### config.mk
export PLATFORM = sky130hd
export DESIGN_NAME = wb_arbiter
export DESIGN_NICKNAME = d
export VERILOG_FILES = /design/src/rtl/wb_arbiter.sv
export SDC_FILE = /design/constraint.sdc
export NUM_CORES = 1
export LEC_CHECK = 0
export CORE_MARGIN = 4
export CORE_UTILIZATION = 43
export DETAILED_ROUTE_END_ITERATION = 6
export HOLD_SLACK_MARGIN = 0.1
export PLACE_DENSITY = 0.7
export SKIP_CTS_REPAIR_TIMING = 1
export SYNTH_ARGS = -nofsm -noshare
export SYNTH_HDL_FRONTEND = slang
export SYNTH_SLANG_ARGS = --single-unit
### constraint.sdc
create_clock -name clk -period 2.7 [get_ports clk]
set_clock_uncertainty 0.1 [all_clocks]
set_input_delay 0.675 -clock clk [delete_from_list [all_inputs] [get_ports clk]]
set_output_delay 0.675 -clock clk [all_outputs]
set_load 0.02 [all_outputs]
### src/rtl/wb_arbiter.sv
// -----------------------------------------------------------------------------
// wb_arbiter
//   Write-side master for the CPU register file. It merges two sources of
//   writes onto the single register-file write port:
//     * fixed-latency pipeline writebacks, which never wait and always win;
//     * long-latency (mul/div) results, buffered in a small in-order FIFO and
//       drained whenever the pipeline leaves the write port free.
//   It also keeps a pending-register scoreboard. Decode uses it to stall on
//   operands or destinations whose long-latency result is still outstanding.
//
// Ports
//   clk, rst                           clock (rising edge), async active-high reset
//   pipe_wen/pipe_rd/pipe_data         pipeline writeback (rd 0 = no write)
//   lu_issue/lu_issue_rd               long op issued: marks destination pending
//   lu_valid/lu_ready/lu_rd/lu_data    long result handshake (rd 0 = discarded)
//   dec_rs1/dec_rs2/dec_rd             decode register numbers
//   hazard                             decode must stall (combinational)
//   rf_wen/rf_rd/rf_wdata              registered register-file write port
//   pending                            scoreboard, bit n = x<n> awaiting result
//   fifo_count                         long-result FIFO occupancy
// -----------------------------------------------------------------------------
module wb_arbiter #(
  parameter int XLEN  = 32,
  parameter int DEPTH = 4
) (
  input  logic                       clk,
  input  logic                       rst,
  input  logic                       pipe_wen,
  input  logic [4:0]                 pipe_rd,
  input  logic [XLEN-1:0]            pipe_data,
  input  logic                       lu_issue,
  input  logic [4:0]                 lu_issue_rd,
  input  logic                       lu_valid,
  output logic                       lu_ready,
  input  logic [4:0]                 lu_rd,
  input  logic [XLEN-1:0]            lu_data,
  input  logic [4:0]                 dec_rs1,
  input  logic [4:0]                 dec_rs2,
  input  logic [4:0]                 dec_rd,
  output logic                       hazard,
  output logic                       rf_wen,
  output logic [4:0]                 rf_rd,
  output logic [XLEN-1:0]            rf_wdata,
  output logic [31:0]                pending,
  output logic [$clog2(DEPTH+1)-1:0] fifo_count
);

  localparam int PTR_W = $clog2(DEPTH);
  localparam int CNT_W = $clog2(DEPTH+1);

  // FIFO storage and control
  logic [XLEN-1:0]  mem_data_r [DEPTH];
  logic [4:0]       mem_rd_r   [DEPTH];
  logic [PTR_W-1:0] wr_ptr_r;
  logic [PTR_W-1:0] rd_ptr_r;
  logic [CNT_W-1:0] count_r;

  // Write port and scoreboard state
  logic             rf_wen_r;
  logic [4:0]       rf_rd_r;
  logic [XLEN-1:0]  rf_wdata_r;
  logic [31:0]      pending_r;

  // Per-cycle decisions
  logic             pipe_win_s;
  logic             accept_s;
  logic             push_s;
  logic             pop_s;
  logic [4:0]       head_rd_s;
  logic [XLEN-1:0]  head_data_s;
  logic [31:0]      set_mask_s;
  logic [31:0]      clr_mask_s;
  logic [31:0]      pending_nxt_s;
  logic [CNT_W-1:0] count_nxt_s;

  // No same-cycle pop credit: ready depends only on the registered count.
  assign lu_ready    = ~rst & (count_r < CNT_W'(DEPTH));
  assign accept_s    = lu_valid & lu_ready;
  // Results for x0 are consumed from the unit but never stored.
  assign push_s      = accept_s & (lu_rd != 5'd0);
  assign pipe_win_s  = pipe_wen & (pipe_rd != 5'd0);
  // The pop sees only the registered count, so a push into an empty FIFO
  // cannot be forwarded to the write port in the same cycle.
  assign pop_s       = ~pipe_win_s & (count_r != {CNT_W{1'b0}});
  assign head_rd_s   = mem_rd_r[rd_ptr_r];
  assign head_data_s = mem_data_r[rd_ptr_r];

  assign hazard = ((dec_rs1 != 5'd0) & pending_r[dec_rs1]) |
                  ((dec_rs2 != 5'd0) & pending_r[dec_rs2]) |
                  ((dec_rd  != 5'd0) & pending_r[dec_rd]);

  assign rf_wen     = rf_wen_r;
  assign rf_rd      = rf_rd_r;
  assign rf_wdata   = rf_wdata_r;
  assign pending    = pending_r;
  assign fifo_count = count_r;

  // Scoreboard masks: set on issue, clear on the pop that writes the register.
  always_comb begin
    set_mask_s = 32'd0;
    clr_mask_s = 32'd0;
    if (lu_issue && (lu_issue_rd != 5'd0)) begin
      set_mask_s[lu_issue_rd] = 1'b1;
    end else begin
      set_mask_s = 32'd0;
    end
    if (pop_s) begin
      clr_mask_s[head_rd_s] = 1'b1;
    end else begin
      clr_mask_s = 32'd0;
    end
    // Set is applied after clear so a re-issue on the popping edge wins.
    pending_nxt_s = ((pending_r & ~clr_mask_s) | set_mask_s) & 32'hFFFF_FFFE;
  end

  // Occupancy update; simultaneous push and pop leaves it unchanged.
  always_comb begin
    count_nxt_s = count_r;
    if (push_s && !pop_s) begin
      count_nxt_s = count_r + CNT_W'(1);
    end else if (pop_s && !push_s) begin
      count_nxt_s = count_r - CNT_W'(1);
    end else begin
      count_nxt_s = count_r;
    end
  end

  // FIFO payload storage; contents are qualified by the count, so no reset.
  always_ff @(posedge clk) begin
    if (push_s) begin
      mem_data_r[wr_ptr_r] <= lu_data;
      mem_rd_r[wr_ptr_r]   <= lu_rd;
    end
  end

  // FIFO pointers, occupancy and scoreboard state.
  always_ff @(posedge clk or posedge rst) begin
    if (rst) begin
      wr_ptr_r  <= {PTR_W{1'b0}};
      rd_ptr_r  <= {PTR_W{1'b0}};
      count_r   <= {CNT_W{1'b0}};
      pending_r <= 32'd0;
    end else begin
      // DEPTH is a power of two, so pointer overflow is the modulo wrap.
      if (push_s) begin
        wr_ptr_r <= wr_ptr_r + PTR_W'(1);
      end
      if (pop_s) begin
        rd_ptr_r <= rd_ptr_r + PTR_W'(1);
      end
      count_r   <= count_nxt_s;
      pending_r <= pending_nxt_s;
    end
  end

  // Register-file write port arbitration: pipeline first, then FIFO head.
  always_ff @(posedge clk or posedge rst) begin
    if (rst) begin
      rf_wen_r   <= 1'b0;
      rf_rd_r    <= 5'd0;
      rf_wdata_r <= {XLEN{1'b0}};
    end else if (pipe_win_s) begin
      rf_wen_r   <= 1'b1;
      rf_rd_r    <= pipe_rd;
      rf_wdata_r <= pipe_data;
    end else if (pop_s) begin
      rf_wen_r   <= 1'b1;
      rf_rd_r    <= head_rd_s;
      rf_wdata_r <= head_data_s;
    end else begin
      // Address and data hold; only the enable drops.
      rf_wen_r   <= 1'b0;
    end
  end

endmodule
==> flow_summary.yaml <==
power:
  pwr-share-clk_pct: 23.3
  worst_ir_drop_vdd_v: 0.000570
  pwr-share-seq_pct: 37.1
  power_density_mw_per_mm2: 1000
  sw_frac_of_total_pct: 33.2
  switchingPower_w: 0.00445
  p_leak_nw: 5.12
  p_int_w: 0.00894
  combinationalPowerShare_pct: 39.6
detailed_routing:
  drtAntennaViolNets: 0
  wl_mm: 25.9
  first_iter_violations: 451
  via_count: 6463
  dr.pass1.iters: 6
  avgViaCountPerCell: 5.54
  drc: 0
  wire_per_inst_um: 22.2
clock_tree:
  htreeDepth: 1
  clock_latency_ps: 520
  ctsLongestPathBuffers: 3
  cts.sinks: 224
  clk_pin_slew_worst_paths_ps: 60
  cts_tree: "yes"
  numCtsBuffers: 24
  root_buffer: "clkbuf_16"
timing:
  finalSetupViolations: 1
  period_needed_ps: 3080
  timing.setup.tns_ps: -378
  finalHoldViolations: 0
  worst_pin_slew_ps: 793
  slew_violations: 0
  worst_hold_slack_ps: 429
  grt_setup_unrepaired: "true"
  fmax_mhz: 325
  relSlewSlack_pct: 47.1
  setup_slack_ps: -378
  final.period_utilization_pct: 114
floorplan:
  die_x_um: 158
  core_mm2: 0.0220
  initial_core_util_pct: 43.9
  rows: 54
  fp.dieH_um: 158
  die_area_mm2: 0.0249
  io_pins: 174
worst_setup_path:
  cp_max_fo: 3
  criticalPathCategory: "input pin to output port"
  endpoint_kind: "output port"
  r2r_cells: 5
  ff2ff_setup_slack_ps: 350
  cp_slowest_cell: "mux4_2"
  arrival_ps: 2300
  slowest_delay_ps: 500
  start_kind: "input pin"
  crit_chain: "dlymetal6s2s_1 -> buf_4 -> mux4_2 -> nor2b_1 -> o41ai_1 -> a31oi_1 -> nand4_1 -> buf_6"
  required_ps: 1920
synthesis:
  synth.area.mux_share_pct: 18.3
  dominantRegCellSynth: "edfxtp_1"
  synth_edf_count: 148
  synth_area_mm2: 0.00964
  synth_compound_area_share_pct: 6.90
  syn_nets: 713
  syn_avg_cell_area_um2: 15.9
  syn_inst: 608
  synthSimpleGateAreaFrac_pct: 5.66
  yosysWarnings: 0
  synthArstFlopShare_pct: 33.9
  ys_seq_area_share_pct: 65.8
  synth_fa_ha_area_share_pct: 0.857
  synthDistinctLibCells: 53
  ys_ff_latch: 224
  synth_top_family_by_area: "multiplexers"
  synth-xor-area-share_pct: 0.545
status:
  status: "finished with violations"
  violations: "negative setup slack"
finish:
  fillers: 1621
  drive_gt1_share_pct: 25.8
  fin_nets: 974
  fin_cells: 1167
  diodes: 0
  syn_to_final_growth_pct: 38.2
placed_design:
  numPortBuffers: 172
  post-place-cells: 1114
  gp_congestion: 0.884
  hpwl_mm: 18.6
hold_path:
  hp-class: "flop to flop"
  min_path_cells: 1
grt:
  grtUsageTotal_pct: 20.6
  grt_max_degree: 45
  grt_pass1_vias: 6944
  grt_remaining_overflow: 0
  grt_pass1_wl_mm: 39.7
  antenna_found_initial: 0
run:
  maxCapViolCount: 0
power by group through the flow:
stage	combinational (W)	sequential, W	clock (W)
floorplan	0.00235	0.00534	0
global placement	0.00510	0.00499	0
detailed placement	0.00520	0.00502	0
CTS	0.00523	0.00496	0.00319
global route	0.00568	0.00505	0.00336
finish	0.00530	0.00497	0.00312
synth_stat cells (all sizes together), types with 5 or more instances:
cell type,number,share of area [%]
mux2i,44,4.6
nand2,48,1.9
nor2,9,0.35
nor2b,9,0.58
ha,5,0.65
mux4,55,13
nand2b,5,0.32
inv,10,0.39
edfxtp,148,46
dfrtp,76,20
buf,19,1.0
nand4,6,0.74
nand3,9,0.47
mux2,7,0.82
o21ai,102,5.4
clkbuf,12,0.47
worst max-delay path, delay by kind of cell:
kind	cells	cell delay [ps]
mux	1	500
simple gates	2	320
compound gates	2	260
buf+inv	3	550
per-layer routing:
metal / global-route usage [%] / vias up / part of all wire [%]
met5: 0 / - / 0
li1: - / 2908 / -
met2: 36.5 / 262 / 51
met3: 3.94 / 31 / 7.2
met1: 26.8 / 3262 / 40
met4: 4.18 / 0 / 1.5
metrics by stage:
step | setup slack [ps] | power (W) | cell area (µm²) | utilization (%)
final | -378 | 0.0134 | 13300 | 60.7
after global routing | -458 | 0.0141 | 13300 | 60.7
after CTS | -1180 | 0.0134 | 13200 | 59.9
after detailed placement | -1170 | 0.0102 | 12400 | 56.4
after global placement | -1190 | 0.0101 | 12400 | 56.4
after floorplan | -199 | 0.00769 | 9670 | -
state kept, by name, summed over array words and instances (netlist names):
name and cells:
fifo_count 3, mem_data_r 128, rf_rd 5, mem_rd_r 20, rf_wen 1, pending 31
wr_ptr_r 2, rd_ptr_r 2, rf_wdata 32
kinds of logic (layout without fill, tap and decap cells):
kind of cell / after synthesis / in the layout
compound gates: 120 / 120
xor+xnor: 6 / 6
fa+ha+maj: 6 / 6
buf+inv: 41 / 320
flops: 224 / 224
mux: 106 / 106
other cells: 1 / 1
simple gates: 104 / 104
area by class of cell:
type	count	area (µm²)	area share, %
Multi-Input combinational cell	343	3190	23.9
Clock inverter	8	92.6	0.695
Clock buffer	36	676	5.07
Inverter	10	41.3	0.310
Sequential cell	224	6360	47.7
Timing Repair Buffer	266	2620	19.7
Tap cell	280	350	2.63
path summary, 6_finish.rpt:
kind                               startpoint            end
worst max-delay path               dec_rs1[0]         hazard
worst max register to register    rd_ptr_r[0]    pending[27]
min in group asynchronous                 rst    rd_ptr_r[0]
max in group asynchronous                 rst    pending[25]
worst min-delay path            fifo_count[2]  fifo_count[2]
worst min register to register  fifo_count[2]  fifo_count[2]
layout by cell type, fill, tap and decap left out, types with 3 or more instances in the layout:
cell type,netlist,final
clkbuf_8,0,3
nand2_1,48,47
nor2b_1,9,8
nand3_1,9,9
mux2i_1,44,44
buf_6,1,8
mux2_2,6,6
clkbuf_1,12,9
ha_1,5,4
nand2b_1,5,5
dfrtp_1,76,66
o21ai_0,42,42
inv_2,2,4
o21ai_1,59,59
nor2_1,9,8
xnor2_1,4,4
edfxtp_1,148,148
mux4_2,53,53
clkdlybuf4s50_1,0,160
buf_4,1,74
inv_1,8,5
clkbuf_16,0,24
dfrtp_2,0,10
clkbuf_2,0,3
clkinv_2,0,4
dlymetal6s2s_1,0,8
nand4_2,3,3
and2_2,0,4
buf_12,0,13
No activity file was read; power rests on OpenSTA's default activity.
==> RTL edit: new RTL, same settings <==
`XLEN`: 32 -> 40.
--- a/src/rtl/wb_arbiter.sv
+++ b/src/rtl/wb_arbiter.sv
@@ -20,7 +20,7 @@
 //   fifo_count                         long-result FIFO occupancy
 // -----------------------------------------------------------------------------
 module wb_arbiter #(
-  parameter int XLEN  = 32,
+  parameter int XLEN  = 40,
   parameter int DEPTH = 4
 ) (
   input  logic                       clk,
Ports: changed (resized lu_data, pipe_data and rf_wdata); port bits go from 174 to 198. The function was not compared with the original's and may differ.
==> RTL edit against the unedited design <==
The run still ends with negative setup slack left. Largest cell class unchanged. Worst setup slack gained 0.10 ns. Non-clock buffer count increased by 21. Sequential share of layout area is 1.8 points higher. Synthesized area rose by 15%. Sequential cell count increased by 40. Power grew 13%. Wire length rose by 2.9%. Global-route usage shrank 2.1 points. Clock power is 22% higher. Worst hold slack improved by 0.019 ns. Final area rose by 14%. Highest routed layer is now met5.
==> RTL edit: results (changes against the unedited design) <==
| Metric | Value |
|---|---|
| TNS Setup | `-0.2755 ns (was -0.3782 ns)` |
| R2r setup slk | `0.49 ns (was 0.35 ns)` |
| Status | `finished, violations left (unchanged)` |
| Routed vias | `7001 (was 6463)` |
| LEAKAGE | `5.822 nW (was 5.120 nW)` |
| WHS | `0.4486 ns (was 0.4292 ns)` |
| Final HPWL DP | `19080 um (was 18630 um)` |
| Net switching fraction of the power | `31.31% (was 33.22%)` |
| Final WS setup | `-0.2755 ns (was -0.3782 ns)` |
| Cells after synthesis | `680 (was 608)` |
| Post-synth EDFFs | `180 (was 148)` |
| Critical path origin | `pending[29] (was dec_rs1[0])` |
| Gr usage total | `18.56% (was 20.62%)` |
| FFs w/ async S/R, synth | `31.82% (was 33.93%)` |
| # setup viols final | `1 (unchanged)` |
| Synth Area in XOR/XNOR | `0.4733% (was 0.5451%)` |
| Largest delay share family, worst path | `multiplexers (was buffers and inverters)` |
| Number of global-route vias before repair | `7379 (was 6944)` |
| Synthesized Nets | `801 (was 713)` |
| Drt pass-1 iters | `4 (was 6)` |
| Max IR drop VDD | `0.6464 mV (was 0.5701 mV)` |
| Clock latency on the worst-skew pair | `0.52 ns (about the same)` |
| First-pass GRT wire length | `41660 um (was 39710 um)` |
| Largest register FFs | `160 (was 128)` |
| Rel. slew slack | `66.02% (was 47.15%)` |
| Nets@finish | `1081 (was 974)` |
| Routed WL | `26640 um (was 25890 um)` |
| RD Place Congestion | `0.8373 (was 0.8835)` |
| Adder-Cell Fraction of Synth Area | `0.7437% (was 0.8566%)` |
| Commonest cells post-synth | `edfxtp_1 (180), o21ai_0 (100), dfrtp_1 (84) (was edfxtp_1 (148), dfrtp_1 (76), o21ai_1 (59))` |
| Maximum fanout along the worst path | `5 (was 3)` |
| Critical Path Max Stage Delay | `0.47 ns (was 0.50 ns)` |
| Sequential area share after synthesis | `67.61% (was 65.83%)` |
| Failing checks | `negative setup slack (unchanged)` |
| DRT iter0 DRCs | `487 (was 451)` |
| Yosys cell types | `52 (was 53)` |
| Maximum number of pins on one net before global-route repair | `67 (was 45)` |
| Finished Layout Cells | `1312 (was 1167)` |
| Worst Path Arrival | `2.20 ns (was 2.30 ns)` |
| Cts bufs inserted | `27 (was 24)` |
## RTL edit: worst min-delay path by stage
stage,from,to,cells after the start
3_5_place_dp,pending[23],pending[23],2
4_1_cts,pending[23],pending[23],2
5_1_grt,fifo_count[2],fifo_count[2],1
2_1_floorplan,wr_ptr_r[1],wr_ptr_r[1],2
6_report,fifo_count[2],fifo_count[2],1
3_3_place_gp,pending[23],pending[23],2
## RTL edit: power by group through the flow
stage | Clock (mW) | Combinational, mW | Sequential (mW)
after floorplan | 0 | 2.58 | 6.16
after global placement | 0 | 5.43 | 5.85
after detailed placement | 0 | 5.50 | 5.85
after CTS | 3.88 | 5.52 | 5.78
after global routing | 4.06 | 5.90 | 5.90
final | 3.80 | 5.49 | 5.80
## RTL edit: cell type report
| class | count | area, um^2 |
|---|---|---|
| Fill cell | 1936 | 10140 |
| Sequential cell | 264 | 7522 |
| Multi-Input combinational cell | 373 | 3440 |
| Timing Repair Buffer | 287 | 2858 |
| Clock buffer | 33 | 708.2 |
| Tap cell | 330 | 412.9 |
| Clock inverter | 17 | 214.0 |
| Inverter | 7 | 30.03 |
| Antenna cell | 1 | 2.502 |
## RTL edit: cell families (layout without fill, tap and decap cells)
group	after synthesis	after routing
buf+inv	43	344
xor+xnor	6	6
mux	123	123
simple gates	110	110
compound gates	127	127
other cells	1	2
fa+ha+maj	6	6
flops	264	264
## RTL edit: metrics by stage
step,worst slack (ns),power (mW),cell area (um^2)
after floorplan,-0.01347,8.747,11170
after global placement,-1.057,11.28,14160
after detailed placement,-1.056,11.36,14160
after CTS,-1.060,15.19,15090
after global routing,-0.3575,15.86,15180
final,-0.2755,15.09,15190
## RTL edit: per-layer routing
layer  wire [um]  GRT usage, %
met1       10960         24.16
met4         470         3.529
met2       13120         31.55
met5          57             0
met3        2030         5.348
